[src/rtl/tone_period_meter_if.sv]
// Bundles the square-wave input, the enable and the measurement outputs of
// tone_period_meter. The meter takes the slave view; whoever drives the
// input and consumes the result takes the master view.
interface tone_period_meter_if #(
  parameter int WIDTH = 29
);
  logic             SCLK_IN;
  logic             measure_en;
  logic [WIDTH-1:0] frequency;
  logic             freq_valid;
  logic             stable;
  logic             no_tone;

  modport master (
    output SCLK_IN, measure_en,
    input  frequency, freq_valid, stable, no_tone
  );

  modport slave (
    input  SCLK_IN, measure_en,
    output frequency, freq_valid, stable, no_tone
  );
endinterface

[src/rtl/tone_period_meter.sv]
// tone_period_meter: measures the half-period of an asynchronous square wave
// and reports it in tone-generator units (half-period in CLK cycles minus 1),
// so looping the generator back returns its programmed frequency value.
// A first edge after any idle period only arms the meter; each later edge
// reports the gap since the previous one. Long silence drops back to idle.
module tone_period_meter #(
  parameter int WIDTH       = 29,
  parameter int TIMEOUT     = 50_000_000,
  parameter int SYNC_STAGES = 2
) (
  input logic               CLK,
  input logic               RST_N,
  tone_period_meter_if.slave bus
);

  typedef enum logic [1:0] {IDLE, ARMED, LOCKED} state_t;

  localparam logic [WIDTH-1:0] TIMEOUT_CNT = WIDTH'(TIMEOUT);

  logic [SYNC_STAGES-1:0] sync_reg;
  logic                   hist_reg;
  logic                   edge_pulse;

  state_t           state_reg, state_next;
  logic [WIDTH-1:0] cnt_reg, cnt_next;
  logic [WIDTH-1:0] freq_reg, freq_next;
  logic             valid_reg, valid_next;
  logic             stable_reg, stable_next;
  logic             no_tone_reg;

  // Synchronise the raw input, then keep one extra flop of history for edge detection.
  always_ff @(posedge CLK or negedge RST_N) begin
    if (!RST_N) begin
      sync_reg <= '0;
      hist_reg <= 1'b0;
    end else begin
      sync_reg <= {sync_reg[SYNC_STAGES-2:0], bus.SCLK_IN};
      hist_reg <= sync_reg[SYNC_STAGES-1];
    end
  end

  // Both rising and falling edges mark a half-period boundary.
  assign edge_pulse = sync_reg[SYNC_STAGES-1] ^ hist_reg;

  // Next-state, gap counter and measurement update; disable overrides everything.
  always_comb begin
    state_next  = state_reg;
    cnt_next    = cnt_reg;
    freq_next   = freq_reg;
    valid_next  = 1'b0;
    stable_next = stable_reg;

    // Gap counter saturates, so a very long silence can never wrap into a bogus period.
    if (edge_pulse) begin
      cnt_next = '0;
    end else if (cnt_reg != TIMEOUT_CNT) begin
      cnt_next = cnt_reg + WIDTH'(1);
    end

    if (!bus.measure_en) begin
      // Frequency is deliberately kept so the game can still read the last note.
      state_next  = IDLE;
      cnt_next    = '0;
      stable_next = 1'b0;
    end else begin
      case (state_reg)
        IDLE: begin
          if (edge_pulse) begin
            state_next = ARMED;
          end
        end
        ARMED: begin
          // An edge coinciding with saturation still counts as an edge.
          if (edge_pulse) begin
            state_next  = LOCKED;
            freq_next   = cnt_reg;
            valid_next  = 1'b1;
            stable_next = 1'b0;
          end else if (cnt_reg == TIMEOUT_CNT) begin
            state_next  = IDLE;
            freq_next   = '0;
            stable_next = 1'b0;
          end
        end
        LOCKED: begin
          if (edge_pulse) begin
            freq_next   = cnt_reg;
            valid_next  = 1'b1;
            stable_next = (cnt_reg == freq_reg);
          end else if (cnt_reg == TIMEOUT_CNT) begin
            state_next  = IDLE;
            freq_next   = '0;
            stable_next = 1'b0;
          end
        end
        default: begin
          state_next = IDLE;
        end
      endcase
    end
  end

  // State and output registers; no_tone is registered from the next state so it tracks IDLE exactly.
  always_ff @(posedge CLK or negedge RST_N) begin
    if (!RST_N) begin
      state_reg   <= IDLE;
      cnt_reg     <= '0;
      freq_reg    <= '0;
      valid_reg   <= 1'b0;
      stable_reg  <= 1'b0;
      no_tone_reg <= 1'b1;
    end else begin
      state_reg   <= state_next;
      cnt_reg     <= cnt_next;
      freq_reg    <= freq_next;
      valid_reg   <= valid_next;
      stable_reg  <= stable_next;
      no_tone_reg <= (state_next == IDLE);
    end
  end

  assign bus.frequency  = freq_reg;
  assign bus.freq_valid = valid_reg;
  assign bus.stable     = stable_reg;
  assign bus.no_tone    = no_tone_reg;

endmodule

[src/flat_wrapper.sv]
// flat-port wrapper written by rule: the top's interface ports become plain ports
module tone_period_meter_flat 
#(
  parameter int WIDTH       = 29,
  parameter int TIMEOUT     = 50_000_000,
  parameter int SYNC_STAGES = 2
)
  (CLK, RST_N, bus_SCLK_IN, bus_measure_en, bus_frequency, bus_freq_valid, bus_stable, bus_no_tone);
  tone_period_meter_if #(.WIDTH(WIDTH)) bus_i ();
  input logic CLK;
  input logic RST_N;
  input wire logic [$bits(bus_i.SCLK_IN)-1:0] bus_SCLK_IN;
  input wire logic [$bits(bus_i.measure_en)-1:0] bus_measure_en;
  output wire logic [$bits(bus_i.frequency)-1:0] bus_frequency;
  output wire logic [$bits(bus_i.freq_valid)-1:0] bus_freq_valid;
  output wire logic [$bits(bus_i.stable)-1:0] bus_stable;
  output wire logic [$bits(bus_i.no_tone)-1:0] bus_no_tone;
  assign bus_i.SCLK_IN = bus_SCLK_IN;
  assign bus_i.measure_en = bus_measure_en;
  assign bus_frequency = bus_i.frequency;
  assign bus_freq_valid = bus_i.freq_valid;
  assign bus_stable = bus_i.stable;
  assign bus_no_tone = bus_i.no_tone;
  tone_period_meter #(.WIDTH(WIDTH), .TIMEOUT(TIMEOUT), .SYNC_STAGES(SYNC_STAGES)) u_core (.CLK(CLK), .RST_N(RST_N), .bus(bus_i));
endmodule
[config.mk]
export PLATFORM = sky130hd
export DESIGN_NAME = tone_period_meter_flat
export DESIGN_NICKNAME = d
export VERILOG_FILES = /design/src/rtl/tone_period_meter_if.sv /design/src/rtl/tone_period_meter.sv /design/src/flat_wrapper.sv
export SDC_FILE = /design/constraint.sdc
export NUM_CORES = 1
export LEC_CHECK = 0
export CAP_MARGIN = 20
export CORE_ASPECT_RATIO = 1.25
export CORE_MARGIN = 2
export CORE_UTILIZATION = 50
export CTS_CLUSTER_DIAMETER = 120
export CTS_CLUSTER_SIZE = 10
export DETAILED_ROUTE_END_ITERATION = 8
export PLACE_DENSITY = 0.8
export RECOVER_POWER = 50
export SLEW_MARGIN = 20
export SYNTH_ARGS = -nofsm -noshare
export SYNTH_HDL_FRONTEND = slang
export SYNTH_SLANG_ARGS = --single-unit
[constraint.sdc]
create_clock -name CLK -period 2.1 [get_ports CLK]
set_clock_uncertainty 0.1 [all_clocks]
set_input_delay 0.42 -clock CLK [delete_from_list [all_inputs] [get_ports CLK]]
set_output_delay 0.42 -clock CLK [all_outputs]
set_load 0.01 [all_outputs]
==> impl_metrics.toml <==
[yosys]
ys.flop_type = "dfrtp_1"
synth_seq_area_share_pct = 49.4
syn_nets = 321
synth_top_area_share_pct = 48.6
synth_edf_count = 0
avgSynthCellArea_sq_um = 10.8
yosysWarnings = 0
yosys-top-cells-area = "dfrtp_1 (49%), xor2_1 (9.7%), a22o_1 (7.6%)"
async_flop_share_pct = 100
ys_ff_latch = 66
synth_top_area_cell = "dfrtp_1"
synthDistinctLibCells = 41
synthCells = 311
syn-cell-area_sq_mm = 0.00334

[global_route]
grt_usage_pct = 22.7
grt_max_degree = 67
grt_pass1_vias = 2526
grt_pass1_wl_mm = 12.7
antenna_found_initial = 0
overflow = 0

[clock_tree]
root_buffer = "clkbuf_8"
clkSlewWorstSetupHoldPaths_ns = 0.08
cts_sinks = 66
htreeDepth = 3
numCtsBuffers = 9
cts_tree = "built"
insertion_delay_ns = 0.36
cts_buffer_depth = 2

[floorplan]
die_area_sq_mm = 0.00736
io_pins = 36
die_y_microns = 95.4
core_area_sq_mm = 0.00652
row_count = 33
die_w_microns = 77.2
start_util_pct = 51.3

[detailed_routing]
dr.max_layer_used = "met4"
met2_length_mm = 3.95
drc = 0
num_vias = 2605
finalWirelength_mm = 7.83
avgRoutedWirePerCell_microns = 17.1
wirelength_met1_mm = 3.29
first_pass_iters = 4
wl_met3_microns = 342
ant_nets = 0
via_per_inst = 5.69
drt_iter0_drc = 207

[min_path]
min_path_type = "register to register"
holdPathStages = 0
min_from = "u_core.sync_reg[0]$_DFF_PN0_"
hold_end = "u_core.sync_reg[1]$_DFF_PN0_"

[sta]
hold_viol_final = 0
tightest_slew_ns = 0.879
drv_slew = 0
period_needed_ns = 2.02
setup-violations-final = 0
post-route-period-util_pct = 96.0
fmax_mhz = 496
slew_headroom_pct = 41.4

[power_and_ir_drop]
power_w = 0.00249
clockPowerShare_pct = 36.1
p_comb_share_pct = 10.8
p_sw_w = 0.000669
p_leak_nw = 1.96
internal_power_w = 0.00182
pwr-share-seq_pct = 53.1
powerDensity_mw_per_mm2 = 599
swShare_pct = 26.8
vdd_ir_drop_max_mv = 0.414

[worst_setup_path]
reg2reg_to = "u_core.bus.stable$_DFFE_PN0P_"
cp-start-kind = "register"
cp_max_fo = 7
worst-path-buf-inv = 1
crit_chain = "buf_4, xor2_1, nor4_1, nand4_1, nor4_2, a211o_1"
endpoint_kind = "register"
rrSetupSlack_ns = 0.08
slowest_delay_ns = 0.45
critPathKind = "register to register"
arrival_ns = 2.21
cp_num_cells = 6
reg2reg_depth = 6
worst_ep_required_time_ns = 2.29
r2r-start = "u_core.cnt_reg[20]$_DFFE_PN0P_"
path_delay_family = "simple AND/OR/NAND/NOR gates"
slowest_stage = "nor4_1"

[layout]
mostFrequentLayoutCell = "dfrtp_1"
diodes = 0
nets = 377
drive_gt1_share_pct = 18.3
areaGrowthSynthToFinish_pct = 24.4
final_area_sq_mm = 0.00416
final_cell_mix = "dfrtp_1 (64), xor2_1 (37), nor2_1 (36)"

[run]
maxCapViolations = 0

[run_status]
status = "finished clean"

[place]
placed_area_sq_mm = 0.00394
gp_congestion = 0.845
place_hpwl_mm = 5.46
io_buffers = 35
==> cells in the mapped netlist, types with 2 or more instances <==
cell type and n:
dfrtp_1 65, nor2_1 37, xor2_1 37, a22o_1 29
xnor2_1 19, nand3_1 17, nand2_1 11, nand4_1 11
clkbuf_1 10, buf_2 8, nor4_1 7, ha_1 6
inv_1 6, and4_1 5, and3_1 4, o21ai_0 4
nand2b_1 3, nor3_1 3, nor4_4 3, a21oi_1 2
buf_4 2, buf_6 2, nor4_2 2
==> power groups by stage <==
stage	combinational [W]	clock [W]	sequential [W]
after floorplan	0.000126	0	0.00136
after global placement	0.000257	0	0.00135
after detailed placement	0.000267	0	0.00135
after CTS	0.000269	0.000910	0.00132
after global routing	0.000294	0.000983	0.00133
final	0.000269	0.000900	0.00132
==> cell families after synthesis <==
group | after synthesis | share of synthesized area [%]
flip-flops | 66 | 49.4
multiplexers | 1 | 0.299
AO/OA/AOI/OAI | 41 | 9.80
buffers and inverters | 29 | 4.26
AND/OR/NAND/NOR | 112 | 19.3
adder cells (fa/ha/maj) | 6 | 2.24
XOR/XNOR | 56 | 14.7
==> final cells by class <==
| cell class | instances | area [sq um] |
|---|---|---|
| clock buffer | 9 | 124 |
| tap | 87 | 109 |
| inverter | 6 | 22.5 |
| clock inverter | 6 | 35.0 |
| timing repair buffer | 68 | 616 |
| sequential | 66 | 1650 |
| fill | 545 | 2360 |
| multi-input combinational | 216 | 1600 |
==> metal layers <==
layer  vias up  track usage [%]
met5         -                0
met4         0             9.82
met3        18             6.16
met2        77             39.1
met1      1307             26.9
li1       1203                -
==> worst reg2reg max path, stage by stage (launching register included) <==
cell     delay, ns
dfrtp_1       0.38
buf_4         0.16
xor2_1        0.19
nor4_1        0.45
nand4_1       0.20
nor4_2        0.35
a211o_1       0.14
==> stage by stage <==
step	hold slack, ns	utilization (%)	std cells	setup TNS (ns)	worst slack, ns
6_report	0.253	63.8	458	0	0.0843
5_1_grt	0.259	63.8	458	-0.0682	-0.0275
4_1_cts	0.255	63.1	457	0	0.0450
3_5_place_dp	0.239	60.4	441	-0.0773	-0.0773
3_3_place_gp	0.233	60.4	441	-0.137	-0.137
2_1_floorplan	0.0244	-	311	0	0.00348
==> worst max path at each step <==
stage / from / endpoint / slack, ns
after floorplan: u_core.cnt_reg[1]$_DFFE_PN0P_ / u_core.bus.frequency[19]$_DFFE_PN0P_ / 0.003
after global placement: bus_measure_en / u_core.bus.stable$_DFFE_PN0P_ / -0.14
after detailed placement: bus_measure_en / u_core.bus.stable$_DFFE_PN0P_ / -0.08
after CTS: u_core.cnt_reg[0]$_DFFE_PN0P_ / u_core.bus.frequency[5]$_DFFE_PN0P_ / 0.04
after global routing: u_core.cnt_reg[0]$_DFFE_PN0P_ / u_core.cnt_reg[14]$_DFFE_PN0P_ / -0.03
final: u_core.cnt_reg[20]$_DFFE_PN0P_ / u_core.bus.stable$_DFFE_PN0P_ / 0.08
==> what timing repair did <==
item | CTS | global route
gates resized for setup | 1 | 11
pin swaps | 0 | 3
buffers inserted | 0 | 1
endpoints found under the hold margin | 65 | 0
setup endpoints to repair | 13 | 49
hold buffers | 1 | 0
No activity file was read; power rests on OpenSTA's default activity.
